===== src/rtl/ring_grey_enc.sv =====
// Decimal digit register with single-bit-change ring/grey encoding for the LED decoder,
// plus a timed decimal-point display window.
module ring_grey_enc #(
    parameter int DP_CYCLES = 4,
    parameter int CW        = 3
) (
    input  logic       i_clk,
    input  logic       i_rst,
    input  logic       i_step,
    input  logic       i_up,
    input  logic       i_load,
    input  logic [3:0] i_digit,
    input  logic       i_dp_req,
    output logic [4:0] o_grey,
    output logic [3:0] o_digit,
    output logic       o_carry,
    output logic       o_dp_busy,
    output logic       o_err
);

    // state | meaning
    // COUNT | o_grey tracks the digit; a DP request opens the window
    // DP    | o_grey shows 10101 until the hold counter reaches zero
    typedef enum logic {
        COUNT = 1'b0,
        DP    = 1'b1
    } state_t;

    localparam logic [CW-1:0] DP_LOAD = CW'(DP_CYCLES - 1);
    localparam logic [4:0]    GREY_DP = 5'b10101;

    function automatic logic [4:0] grey_of(input logic [3:0] d);
        logic [4:0] g;
        case (d)
            4'd0:    g = 5'b10001;
            4'd1:    g = 5'b00001;
            4'd2:    g = 5'b00011;
            4'd3:    g = 5'b00010;
            4'd4:    g = 5'b00110;
            4'd5:    g = 5'b00100;
            4'd6:    g = 5'b01100;
            4'd7:    g = 5'b01000;
            4'd8:    g = 5'b11000;
            4'd9:    g = 5'b10000;
            default: g = 5'b10001;
        endcase
        return g;
    endfunction

    state_t        state_q, state_nxt;
    logic [CW-1:0] cnt_q, cnt_nxt;
    logic [3:0]    digit_q, digit_nxt;
    logic          carry_nxt, err_nxt, busy_nxt;
    logic [4:0]    grey_nxt;

    // Illegal loads leave the digit untouched, so the register never leaves 0..9.
    always_comb begin
        digit_nxt = digit_q;
        carry_nxt = 1'b0;
        err_nxt   = 1'b0;
        if (i_load) begin
            if (i_digit <= 4'd9) begin
                digit_nxt = i_digit;
            end else begin
                err_nxt = 1'b1;
            end
        end else if (i_step) begin
            if (i_up) begin
                if (digit_q == 4'd9) begin
                    digit_nxt = 4'd0;
                    carry_nxt = 1'b1;
                end else begin
                    digit_nxt = digit_q + 4'd1;
                end
            end else begin
                if (digit_q == 4'd0) begin
                    digit_nxt = 4'd9;
                    carry_nxt = 1'b1;
                end else begin
                    digit_nxt = digit_q - 4'd1;
                end
            end
        end
    end

    always_comb begin
        state_nxt = state_q;
        cnt_nxt   = cnt_q;
        grey_nxt  = grey_of(digit_nxt);
        busy_nxt  = 1'b0;
        case (state_q)
            COUNT: begin
                if (i_dp_req) begin
                    state_nxt = DP;
                    cnt_nxt   = DP_LOAD;
                    grey_nxt  = GREY_DP;
                    busy_nxt  = 1'b1;
                end
            end
            DP: begin
                if (cnt_q == '0) begin
                    state_nxt = COUNT;
                end else begin
                    cnt_nxt  = cnt_q - CW'(1);
                    grey_nxt = GREY_DP;
                    busy_nxt = 1'b1;
                end
            end
            default: begin
                state_nxt = COUNT;
                cnt_nxt   = '0;
            end
        endcase
    end

    always_ff @(posedge i_clk) begin
        if (i_rst) begin
            state_q   <= COUNT;
            cnt_q     <= '0;
            digit_q   <= 4'd0;
            o_grey    <= 5'b10001;
            o_carry   <= 1'b0;
            o_err     <= 1'b0;
            o_dp_busy <= 1'b0;
        end else begin
            state_q   <= state_nxt;
            cnt_q     <= cnt_nxt;
            digit_q   <= digit_nxt;
            o_grey    <= grey_nxt;
            o_carry   <= carry_nxt;
            o_err     <= err_nxt;
            o_dp_busy <= busy_nxt;
        end
    end

    assign o_digit = digit_q;

endmodule


===== config.mk =====
export PLATFORM = sky130hd
export DESIGN_NAME = ring_grey_enc
export DESIGN_NICKNAME = d
export VERILOG_FILES = /design/src/rtl/ring_grey_enc.sv
export SDC_FILE = /design/constraint.sdc
export NUM_CORES = 1
export LEC_CHECK = 0
export ABC_AREA = 0
export CAP_MARGIN = 25
export CORE_MARGIN = 2
export CORE_UTILIZATION = 40
export CTS_BUF_LIST = sky130_fd_sc_hd__clkbuf_16
export DETAILED_ROUTE_END_ITERATION = 8
export PLACE_DENSITY = 0.69
export SKIP_LAST_GASP = 1
export SLEW_MARGIN = 5
export SYNTH_ARGS = -nofsm -noshare
export SYNTH_HDL_FRONTEND = slang
export SYNTH_SLANG_ARGS = --single-unit

===== constraint.sdc =====
create_clock -name i_clk -period 4.1 [get_ports i_clk]
set_input_delay 1.23 -clock i_clk [delete_from_list [all_inputs] [get_ports i_clk]]
set_output_delay 1.23 -clock i_clk [all_outputs]
set_load 0.005 [all_outputs]

Yosys cells after proc, flatten, opt, wreduce, memory -nomap -nowiden
Memory sizes are Yosys's and may differ from the RTL's.
Cells that the tools add are included.
W data, S select, Z words.
{ "op_classes": {"eq_ne": 3, "order_cmp": 1, "mux": 19, "n_reduce_logical": 5, "n_bitwise": 3, "addsub": 3} }
{ "op_table": {"columns": ["operator", "n"], "rows": [
  ["$mux W4", 6],
  ["$mux W5", 2],
  ["$pmux W5 S2", 1],
  ["$mux W1", 6],
  ["$mux W3", 2],
  ["$pmux W3 S2", 1],
  ["$add A4 B1 Y4 const B", 1],
  ["$eq A4 B4 Y1 const B", 1],
  ["$le A4 B4 Y1 const B", 1],
  ["$logic_not A4 Y1", 1],
  ["$ne A2 B2 Y1 const B", 2],
  ["$sub A4 B1 Y4 const B", 1],
  ["$logic_not A3 Y1", 1],
  ["$not A1 Y1", 3],
  ["$reduce_or A3 Y1", 1],
  ["$sub A3 B1 Y3 const B", 1],
  ["$pmux W1 S2", 1],
  ["$reduce_and A2 Y1", 1],
  ["$reduce_or A2 Y1", 1]
]} }
{ "totals": {"word_cells": 41, "rom_bits": 80, "output_inout_bits": 12, "input_bits": 10, "memories": 1, "register_bits": 15} }
{ "mem_list": {"columns": ["name", "depth", "width", "read_ports", "rd_clocked_by_memory_dff", "wr", "line_no", "rtl"], "rows": [
  ["(no name shown)", 16, 5, 1, 0, 0, "34", "case (d)"]
]} }

Logic depth before layout (Yosys ltp)
Gate-level depths: netlist of run 1.
An unclocked memory read counts as a cell.
{ "logic_depth": {"word_depth": 8, "depth_mapped": 7} }

Least setup slack after synthesis of run 1
OpenSTA, ideal clock, no wires.
{ "synth_path": {"kind": "input-to-reg", "startpoint": "in i_up", "endpoint": "reg o_grey[4]", "setup_slack_ns": 1.611, "arrival_time_ns": 2.375, "cell_stages": 6, "required_time_ns": 3.986, "cell_sequence": "buf_4 > xnor2_1 > o21a_1 > a211o_1 > and2_1 > a21o_1"} }
{ "synth_via": {"elab_chain_len": 6} }
{ "synth_lines": {"columns": ["element", "line_no", "rtl"], "rows": [
  ["start: declaration", "10", "input logic i_up,"],
  ["$mux W4 (*)", "68", "if (i_up) begin"],
  ["$mux W4 (*)", "67", "end else if (i_step) begin"],
  ["$mux W4 (*)", "61", "if (i_load) begin"],
  ["$mem_v2 Z16 W5 (*)", null, null],
  ["$mux W5 (on tied branches)", "101, 93", null],
  ["$pmux W5 S2 (*)", "91", "case (state_q)"],
  ["end signal: assignment", "129", "o_grey <= grey_nxt;"],
  ["end: declaration", "14", "output logic [4:0] o_grey,"]
]} }
Every way passes the cells marked *; elsewhere a longest branch is shown, timed or not.
A chain may end at the register's enable or synchronous reset.

Worst setup path in the final report of run 1
Same ends and word-level chain as after synthesis.

==> metrics.txt, run 1 <==
Hold Fails Final Rpt=0; Setup crit start=i_up; All-Layer GR Usage=0.160; Final Wtd Congestion=between 0.8 and 0.9; Post-CTS Hold Buffers=0; first-pass GRT wire length=3040 um; buffer type at the clock tree root=sky130_fd_sc_hd__clkbuf_16; share of flip-flops with an asynchronous set or reset after synthesis=0; worst vdd ir=roughly 370 uV; pwr/cell area=402 nW/um^2; worst skew pair latency=0.24 ns; slew of the pin with the lowest slew margin=between 0.4 and 0.5 ns; type of the most critical hold path=register to register; Filler Cell Count=182; overall power consumption=between 400 and 500 uW; post-synthesis cell count=between 90 and 100; reg-to-reg critical path startpoint=o_digit[0]$_SDFF_PP0_; crit path time final=a little under 3 ns; destination of the worst hold path=cnt_q[1]$_SDFFE_PP0P_; prevailing post-synth register cell=sky130_fd_sc_hd__dfxtp_1; number of cells traversed by the worst hold path=2; share of power burned in registers=0.382; Clk pwr share=0.407; critical path required time=about 4.2 ns; maximum number of pins on one net before global-route repair=13; number of setup buffers added after CTS=0; Detail Route Antenna Nets=0; Die Y=between 40 and 50 um; post_cts resized=0; share of post-route cells with drive strength above 1=0.0690; number of register bits inferred by synthesis=15; Std-Cell Rows=16; syn nets=approximately 110; cell with the most instances after synthesis=sky130_fd_sc_hd__dfxtp_1; Total Negative Setup Slacks=0 ns; detailed-router iteration count before antenna repair=4; routed len/inst=12.9 um; hold_ws=0.493 ns; Critical Path AT=3.02 ns; run status=complete, no violations; total overflow reported by the global router=0; total routed wirelength=about 1800 um; sink count of the clock tree=15; clock transition time at the flip-flop clock pins of the worst setup and hold paths=~0.050 ns; number of distinct library cell variants in the gate-level netlist after synthesis=40; number of global-route vias before repair=about 670; count of flip-flops with a built-in enable after synthesis=0; Layout area overhead=35.2%; number of pins exceeding their max-slew limit in the final report=0; final standard cell area without fillers=between 1000 and 1500 sq um; # port buffers=21; cell area after placement=~1000 sq um; final core utilization=0.572; antenna violations before repair=0; I/O Pins=22; DRC violation count after routing=0; commonest cells in the netlist=15 x sky130_fd_sc_hd__dfxtp_1, 13 x sky130_fd_sc_hd__nor2_1, 6 x sky130_fd_sc_hd__a21oi_1, 6 x sky130_fd_sc_hd__inv_1, 6 x sky130_fd_sc_hd__o211ai_1; HPWL after detailed placement=1350 um; sw frac=0.247; number of buffers created by CTS=3; post-synthesis cell area=slightly above 800 sq um; share of total power in combinational logic=0.210; Die Wd=49.3 um; maximum level of the CTS H-tree=1; part of the Yosys area used for sequential elements=0.365; maximum count of clock buffers along a single path=2; DR iter-0 viols=11; unrepaired setup endpoints after global routing=false; area fraction of the dominant cell type after synthesis=0.365; final worst path period share=0.705; achievable clock frequency=roughly 350 MHz; most area-consuming cells after synthesis=sky130_fd_sc_hd__dfxtp_1 37%, sky130_fd_sc_hd__nor2_1 5.9%, sky130_fd_sc_hd__o211ai_1 5.5%; sw power=110 uW; Final setup violation count=0; number of max-cap violations=0; library cell with the largest summed area after synthesis=sky130_fd_sc_hd__dfxtp_1; DR vias/cell=about 5.3; clock tree from TritonCTS=done; headroom to the max-slew limit=0.702; average size of a mapped cell=a little under 9 sq um; peak fanout along the critical path=10; Antenna Diode Count=0; register-to-register setup slack=between 2 and 2.5 ns; cell internal power dissipation=336 uW; classification of the worst setup path=input pin to register; Core Footprint=1940 sq um; kind of launch point of the worst setup path=input pin; leakage=approximately 0.00043 uW; total via count after detailed routing=between 700 and 800; Synth warnings=0; hold_sp=cnt_q[1]$_SDFFE_PP0P_; final setup skew=around 0.00089 ns; total die area=between 2000 and 2500 sq um; initial standard-cell utilization of the core=0.423; nature of the critical path endpoint=register; number of nets at the end of the flow=129; critical register-to-register path endpoint=o_grey[4]$_SDFF_PP1_; cell count of the worst reg-to-reg path=5
flip-flops by register name, indices dropped and copies added (netlist names):
name,count
o_carry,1
o_grey,5
state_q,1
o_digit,4
cnt_q,3
o_err,1
how the worst max path moves through the flow:
| stage | cells after the start | endpoint |
|---|---|---|
| 4_1_cts | 6 | o_grey[4]$_SDFF_PP1_ |
| 3_3_place_gp | 6 | o_grey[4]$_SDFF_PP1_ |
| 6_report | 6 | o_grey[4]$_SDFF_PP1_ |
| 2_1_floorplan | 6 | o_grey[4]$_SDFF_PP1_ |
| 5_1_grt | 6 | o_grey[4]$_SDFF_PP1_ |
| 3_5_place_dp | 6 | o_grey[4]$_SDFF_PP1_ |
logic make-up (layout without fill, tap and decap cells):
| group | Yosys count | after routing | synth area share |
|---|---|---|---|
| flip-flops | 15 | 15 | 0.365 |
| AO/OA/AOI/OAI | 30 | 30 | 0.271 |
| XOR/XNOR | 2 | 2 | 0.0213 |
| adder cells (fa/ha/maj) | 2 | 2 | 0.0304 |
| buffers and inverters | 10 | 31 | 0.0685 |
| AND/OR/NAND/NOR | 36 | 36 | 0.244 |
stage by stage:
stage | cells | setup WS [ns]
after floorplan | 95 | 1.61
after global placement | 139 | 1.03
after detailed placement | 139 | 1.00
after CTS | 143 | 1.26
after global routing | 143 | 1.08
final | 143 | 1.21
cell type report:
class / instances / area, sq um / area share
well taps: 27 / 33.8 / 0.0304
multi-input cells: 70 / 465 / 0.419
repair buffers: 21 / 210 / 0.189
inverters: 6 / 22.5 / 0.0203
clock inverters: 1 / 3.75 / 0.00338
clock buffers: 3 / 75.1 / 0.0676
flip-flops and latches: 15 / 300 / 0.270
power groups by stage:
stage	Sequential, uW	Clock [uW]	Combinational [uW]
finish	170	182	93.9
global route	172	192	104
CTS	170	186	94.3
detailed placement	173	0	93.3
global placement	173	0	92.0
floorplan	169	0	61.0
routing by layer:
metal  vias to the layer above  global-route usage  routed length (um)
met1                       350               0.222                 924
met2                        12               0.241                 833
met4                         0              0.0286                   4
met3                         2              0.0552                  80
met5                         -                   0                   0
li1                        394                   -                   -
worst max-delay path, stage by stage:
cell and delay (ns):
sky130_fd_sc_hd__clkdlybuf4s50_1 0.68, sky130_fd_sc_hd__xnor2_1 0.17, sky130_fd_sc_hd__o21a_1 0.20, sky130_fd_sc_hd__a211o_1 0.37
sky130_fd_sc_hd__and2_1 0.20, sky130_fd_sc_hd__a21o_1 0.17
placed cells by master (no fill, tap or decap), drive strengths merged:
| cell type | netlist | routed |
|---|---|---|
| nor3b | 1 | 1 |
| nor2b | 1 | 1 |
| nand2 | 3 | 3 |
| clkbuf | 1 | 3 |
| xor2 | 1 | 1 |
| and3 | 3 | 3 |
| or3 | 1 | 1 |
| a211oi | 2 | 2 |
| clkdlybuf4s50 | 0 | 21 |
| a211o | 2 | 2 |
| nor2 | 13 | 13 |
| nand4b | 1 | 1 |
| nand4 | 2 | 2 |
| a21boi | 1 | 1 |
| inv | 6 | 7 |
| nor4 | 1 | 1 |
| a2111o | 1 | 1 |
| a221o | 1 | 1 |
| or2 | 2 | 2 |
| dfxtp | 15 | 15 |
| or4b | 1 | 1 |
| and2 | 1 | 1 |
| a311oi | 1 | 1 |
| a21o | 3 | 3 |
| o2111ai | 2 | 2 |
| nand3b | 2 | 2 |
| o21a | 1 | 1 |
| nand3 | 3 | 3 |
| nor4b | 1 | 1 |
| o211ai | 6 | 6 |
| ha | 2 | 2 |
| a21oi | 7 | 7 |
| o21ai | 3 | 3 |
| xnor2 | 1 | 1 |
(Power assumes the default switching activity.)
==> inputs of run 2 (changes only) <==
Settings changed: PLACE_DENSITY 0.69 to 0.72.
Clock period 4.1 ns to 2.6 ns, I/O delays scaled along.
==> metrics.txt, run 2 (same netlist as run 1, synthesis figures left out) <==
final setup skew=0.00239 ns (+0.00150 ns); sink count of the clock tree=15 (unchanged); headroom to the max-slew limit=0.733 (+0.0314); share of post-route cells with drive strength above 1=0.0932 (+0.0243); Die Wd=49.3 um (unchanged); Setup crit start=i_up; critical path required time=2.74 ns (-1.49 ns); Largest stage delay, worst path=0.67 ns (about the same); combined area of the multi-input logic cells=465 sq um (unchanged); Largest Register=o_grey; HPWL after detailed placement=1400 um (+3.6%); Final Wtd Congestion=0.799 (-4.2%); total via count after detailed routing=809 (+6.7%); number of buffers created by CTS=3 (unchanged); maximum level of the CTS H-tree=1 (unchanged); Max stage delay cell, worst path=sky130_fd_sc_hd__clkdlybuf4s50_1; crit path time final=between 2 and 2.5 ns; final worst slack=0.170 ns (-1.04 ns); initial standard-cell utilization of the core=0.423 (unchanged); flip-flop count of the largest register after layout=5 (unchanged); slew of the pin with the lowest slew margin=0.400 ns (-0.0462 ns); Critical Path AT=2.57 ns (-0.45 ns); Layout area overhead=37.1%; Antenna Diode Count=0 (unchanged); Hold Fails Final Rpt=0 (unchanged); total overflow reported by the global router=0 (unchanged); detailed-router iteration count before antenna repair=4 (unchanged); buffer type at the clock tree root=sky130_fd_sc_hd__clkbuf_16; clock tree from TritonCTS=done; Worst Setup Slack post-DPL=-0.0736 ns (-1.08 ns); total die area=2430 sq um (unchanged); Detail Route Antenna Nets=0 (unchanged); number of pins exceeding their max-slew limit in the final report=0 (unchanged); reg-to-reg critical path startpoint=o_digit[0]$_SDFF_PP0_; run status=complete, no violations; worst skew pair latency=0.24 ns (about the same); number of setup buffers added after CTS=0 (unchanged); Critical Path Stages=6 (unchanged); unrepaired setup endpoints after global routing=false; # port buffers=21 (unchanged); DRC violation count after routing=0 (unchanged); cell count of the worst reg-to-reg path=5 (unchanged); final worst path period share=0.935; All-Layer GR Usage=0.172 (+0.0119); I/O Pins=22 (unchanged); worst vdd ir=436 uV (+17%); register-to-register setup slack=0.80 ns (-1.53 ns); number of max-cap violations=0 (unchanged); type of the most critical hold path=register to register; DR vias/cell=5.58 (+5.3%); hold_ws=0.501 ns (+0.00759 ns); most frequent standard cell in the layout excluding fill and tap cells=sky130_fd_sc_hd__clkdlybuf4s50_1; commonest cells after routing, fill and taps aside=21 x sky130_fd_sc_hd__clkdlybuf4s50_1, 15 x sky130_fd_sc_hd__dfxtp_1, 13 x sky130_fd_sc_hd__nor2_1; maximum number of pins on one net before global-route repair=13 (unchanged); Die Y=49.3 um (unchanged); pwr/cell area=636 nW/um^2 (+58%); kind of cell with the highest combined delay on the critical path=compound AO/OA/AOI/OAI gates; post_cts resized=0 (unchanged); peak fanout along the critical path=10 (unchanged); Std-Cell Rows=16 (unchanged); total routed wirelength=1950 um (+5.5%); worst path bufs/invs=1 (unchanged); FF+latch area=300 sq um (unchanged); achievable clock frequency=412 MHz; final core utilization=0.581 (+0.00838); critical register-to-register path endpoint=o_grey[4]$_SDFF_PP1_; kind of launch point of the worst setup path=input pin; Filler Cell Count=185 (+1.6%); classification of the worst setup path=input pin to register; number of nets at the end of the flow=131 (+1.6%); Final setup violation count=0 (unchanged); Core Footprint=1940 sq um (unchanged); leakage=0.000433 uW (+1.9%); nature of the critical path endpoint=register; number of global-route vias before repair=721 (+7.3%); routed len/inst=13.4 um (+4.1%); Post-CTS Hold Buffers=0 (unchanged); antenna violations before repair=0 (unchanged); CP Cell Sequence=clkdlybuf4s50_1 > xnor2_1 > o21a_1 > a211o_1 > and2_1 > a21o_1; maximum count of clock buffers along a single path=2 (unchanged); DR iter-0 viols=25 (+14); first-pass GRT wire length=3210 um (+5.5%); Total Negative Setup Slacks=0 ns (unchanged); clock transition time at the flip-flop clock pins of the worst setup and hold paths=0.05 ns (about the same); Critical Path Sink=o_grey[4]$_SDFF_PP1_
run 2: worst min path at each step:
stage,start,to,slack (ns),cells after the start
floorplan,cnt_q[2]$_SDFFE_PP0P_,cnt_q[2]$_SDFFE_PP0P_,0.46,2
global placement,cnt_q[2]$_SDFFE_PP0P_,cnt_q[2]$_SDFFE_PP0P_,0.47,2
detailed placement,cnt_q[2]$_SDFFE_PP0P_,cnt_q[2]$_SDFFE_PP0P_,0.48,2
CTS,cnt_q[2]$_SDFFE_PP0P_,cnt_q[2]$_SDFFE_PP0P_,0.51,2
global route,cnt_q[2]$_SDFFE_PP0P_,cnt_q[2]$_SDFFE_PP0P_,0.55,2
finish,cnt_q[2]$_SDFFE_PP0P_,cnt_q[2]$_SDFFE_PP0P_,0.50,2
run 2: stage by stage:
| step | cell area, sq um | std cells | total power, uW |
|---|---|---|---|
| floorplan | 822 | 95 | 363 |
| global placement | 1050 | 141 | 419 |
| detailed placement | 1050 | 141 | 424 |
| CTS | 1130 | 145 | 724 |
| global route | 1130 | 145 | 752 |
| finish | 1130 | 145 | 717 |
run 2: routing by layer:
layer	wire length (um)	GRT usage	vias up
met5	0	0	-
met2	883	0.282	28
li1	-	-	398
met4	56	0.0619	0
met3	105	0.0491	7
met1	900	0.213	376
run 2: power breakdown:
part / switching (uW) / total [uW] / leakage (uW) / internal, uW
clock: 90.2 / 295 / 0.0000409 / 205
combinational: 72.3 / 152 / 0.000269 / 79.3
sequential: 20.1 / 270 / 0.000124 / 250
total: 183 / 717 / 0.000433 / 534
run 2: area by class of cell:
cell class / instances / share of cell area
clock buffer: 3 / 0.0666
clock inverter: 1 / 0.00444
inverter: 6 / 0.0200
multi-input combinational: 70 / 0.413
sequential: 15 / 0.266
tap: 27 / 0.0300
timing repair buffer: 23 / 0.200
run 2: worst register-to-register path: cells and delay by family, from the launching register on:
| kind | cells | cell delay, ns |
|---|---|---|
| compound gates | 3 | 0.73 |
| flops | 1 | 0.56 |
| simple gates | 1 | 0.21 |
| xor+xnor | 1 | 0.19 |
==> inputs of run 3 (changes only) <==
Settings changed: CORE_UTILIZATION 40 to 42, PLACE_DENSITY 0.72 to 0.75.
==> metrics.txt, run 3 (same netlist as run 1, synthesis figures left out) <==
run status=complete, no violations; reg-to-reg critical path startpoint=o_digit[0]$_SDFF_PP0_; detailed-router iteration count before antenna repair=4 (unchanged); achievable clock frequency=416 MHz (+1.2%); initial standard-cell utilization of the core=0.432 (+0.00891); clock transition time at the flip-flop clock pins of the worst setup and hold paths=0.05 ns (about the same); CP Cell Sequence=clkdlybuf4s50_1 > xnor2_1 > o21a_1 > a211o_1 > and2_1 > a21o_1; share of post-route cells with drive strength above 1=0.0847 (-0.00847); first-pass GRT wire length=2570 um (-20%); Layout area overhead=37.0%; leakage=0.000435 uW (+0.33%); worst skew pair latency=0.24 ns (about the same); post_cts resized=0 (unchanged); final worst path period share=0.924 (-0.0109); Largest Register=o_grey; kind of launch point of the worst setup path=input pin; Detail Route Antenna Nets=0 (unchanged); Die Wd=48.2 um (-2.2%); maximum number of pins on one net before global-route repair=13 (unchanged); number of setup buffers added after CTS=0 (unchanged); Critical Path AT=2.54 ns (-0.03 ns); maximum level of the CTS H-tree=1 (unchanged); pwr/cell area=631 nW/um^2 (-0.68%); DRC violation count after routing=0 (unchanged); Setup crit start=i_up; Std-Cell Rows=16 (unchanged); register-to-register setup slack=0.84 ns (+0.04 ns); number of buffers created by CTS=3 (unchanged); type of the most critical hold path=register to register; # port buffers=21 (unchanged); Hold Fails Final Rpt=0 (unchanged); Core Footprint=1900 sq um (-2.1%); DR vias/cell=5.40 (-3.2%); flip-flop count of the largest register after layout=5 (unchanged); antenna violations before repair=0 (unchanged); worst path bufs/invs=1 (unchanged); worst vdd ir=346 uV (-21%); Die Y=48.2 um (-2.2%); Max stage delay cell, worst path=sky130_fd_sc_hd__clkdlybuf4s50_1; peak fanout along the critical path=10 (unchanged); critical path required time=2.74 ns (about the same); Top Usage Layer GRT=met2; slew of the pin with the lowest slew margin=0.393 ns (-0.00703 ns); total via count after detailed routing=783 (-3.2%); cell count of the worst reg-to-reg path=5 (unchanged); Post-CTS Hold Buffers=0 (unchanged); Global Route met2 Usage=0.255 (-0.0263); met3 usage=0.0222 (-0.0269); routed len/inst=12.0 um (-10%); Largest stage delay, worst path=0.67 ns (about the same); Total Negative Setup Slacks=0 ns (unchanged); sink count of the clock tree=15 (unchanged); number of max-cap violations=0 (unchanged); Final Wtd Congestion=0.921 (+15%); total routed wirelength=1740 um (-10%); DR iter-0 viols=16 (-36%); number of global-route vias before repair=604 (-16%); Critical Path Stages=6 (unchanged); maximum count of clock buffers along a single path=2 (unchanged); kind of cell with the highest combined delay on the critical path=compound AO/OA/AOI/OAI gates; cell area after placement=1050 sq um (unchanged); classification of the worst setup path=input pin to register; number of nets at the end of the flow=131 (unchanged); final core utilization=0.592 (+0.0116); clock tree from TritonCTS=done; commonest cells after routing, fill and taps aside=21 x sky130_fd_sc_hd__clkdlybuf4s50_1, 15 x sky130_fd_sc_hd__dfxtp_1, 13 x sky130_fd_sc_hd__nor2_1; Antenna Diode Count=0 (unchanged); nature of the critical path endpoint=register; most frequent standard cell in the layout excluding fill and tap cells=sky130_fd_sc_hd__clkdlybuf4s50_1; total overflow reported by the global router=0 (unchanged); All-Layer GR Usage=0.158 (-0.0135); headroom to the max-slew limit=0.738 (+0.00469); number of pins exceeding their max-slew limit in the final report=0 (unchanged); final worst slack=0.199 ns (+0.0285 ns); final setup skew=0.00238 ns (-0.00000516 ns); I/O Pins=22 (unchanged); Final setup violation count=0 (unchanged); total die area=2330 sq um (-4.4%); buffer type at the clock tree root=sky130_fd_sc_hd__clkbuf_16; Critical Path Sink=o_grey[4]$_SDFF_PP1_; met1 Usage GRT=0.205 (-0.00838); crit path time final=2.40 ns (-0.0285 ns); overall power consumption=711 uW (-0.80%); Worst Setup Slack post-DPL=-0.0424 ns (+0.0312 ns); critical register-to-register path endpoint=o_grey[4]$_SDFF_PP1_; unrepaired setup endpoints after global routing=false; final standard cell area without fillers=1130 sq um (-0.11%); HPWL after detailed placement=1340 um (-4.3%)
==> run 3: cell types whose count changed in the layout (fill, tap and decap cells not counted), sizes merged <==
cell / change
inv: +1
clkinv: -1
==> run 3: worst min path at each step <==
stage | depth (start not counted) | end | slack [ns] | startpoint
2_1_floorplan | 2 | cnt_q[2]$_SDFFE_PP0P_ | 0.46 | cnt_q[2]$_SDFFE_PP0P_
3_3_place_gp | 2 | cnt_q[2]$_SDFFE_PP0P_ | 0.47 | cnt_q[2]$_SDFFE_PP0P_
3_5_place_dp | 2 | cnt_q[1]$_SDFFE_PP0P_ | 0.50 | cnt_q[1]$_SDFFE_PP0P_
4_1_cts | 2 | cnt_q[1]$_SDFFE_PP0P_ | 0.50 | cnt_q[1]$_SDFFE_PP0P_
5_1_grt | 2 | cnt_q[1]$_SDFFE_PP0P_ | 0.52 | cnt_q[1]$_SDFFE_PP0P_
6_report | 2 | cnt_q[1]$_SDFFE_PP0P_ | 0.50 | cnt_q[1]$_SDFFE_PP0P_
==> run 3: worst reg2reg max path: stages (launching register included) <==
cell	delay, ns
sky130_fd_sc_hd__dfxtp_1	0.55
sky130_fd_sc_hd__xnor2_1	0.18
sky130_fd_sc_hd__o21a_1	0.19
sky130_fd_sc_hd__a211o_1	0.37
sky130_fd_sc_hd__and2_1	0.20
sky130_fd_sc_hd__a21o_1	0.17
==> run 3: metrics by stage <==
stage	std cells	hold WS, ns
2_1_floorplan	95	0.457
3_3_place_gp	141	0.474
3_5_place_dp	141	0.496
4_1_cts	145	0.503
5_1_grt	145	0.523
6_report	145	0.496
==> run 3: power by group <==
group          leakage [uW]  switching, uW  internal [uW]  total (uW)
Sequential         0.000124           19.4            250         269
Clock             0.0000423           89.9            203         293
Combinational      0.000269           69.3           79.2         149
==> run 3: layout make-up <==
cell class	count	area, sq um
clock inverters	1	3.75
multi-input cells	70	465
flip-flops and latches	15	300
repair buffers	23	225
inverters	6	22.5
clock buffers	3	75.1
well taps	27	33.8
fillers	175	776
==> run 3: per-layer routing <==
layer | vias up | wire (um)
met5 | - | 0
met4 | 0 | 24
met3 | 2 | 60
met2 | 20 | 841
met1 | 364 | 818
li1 | 397 | -
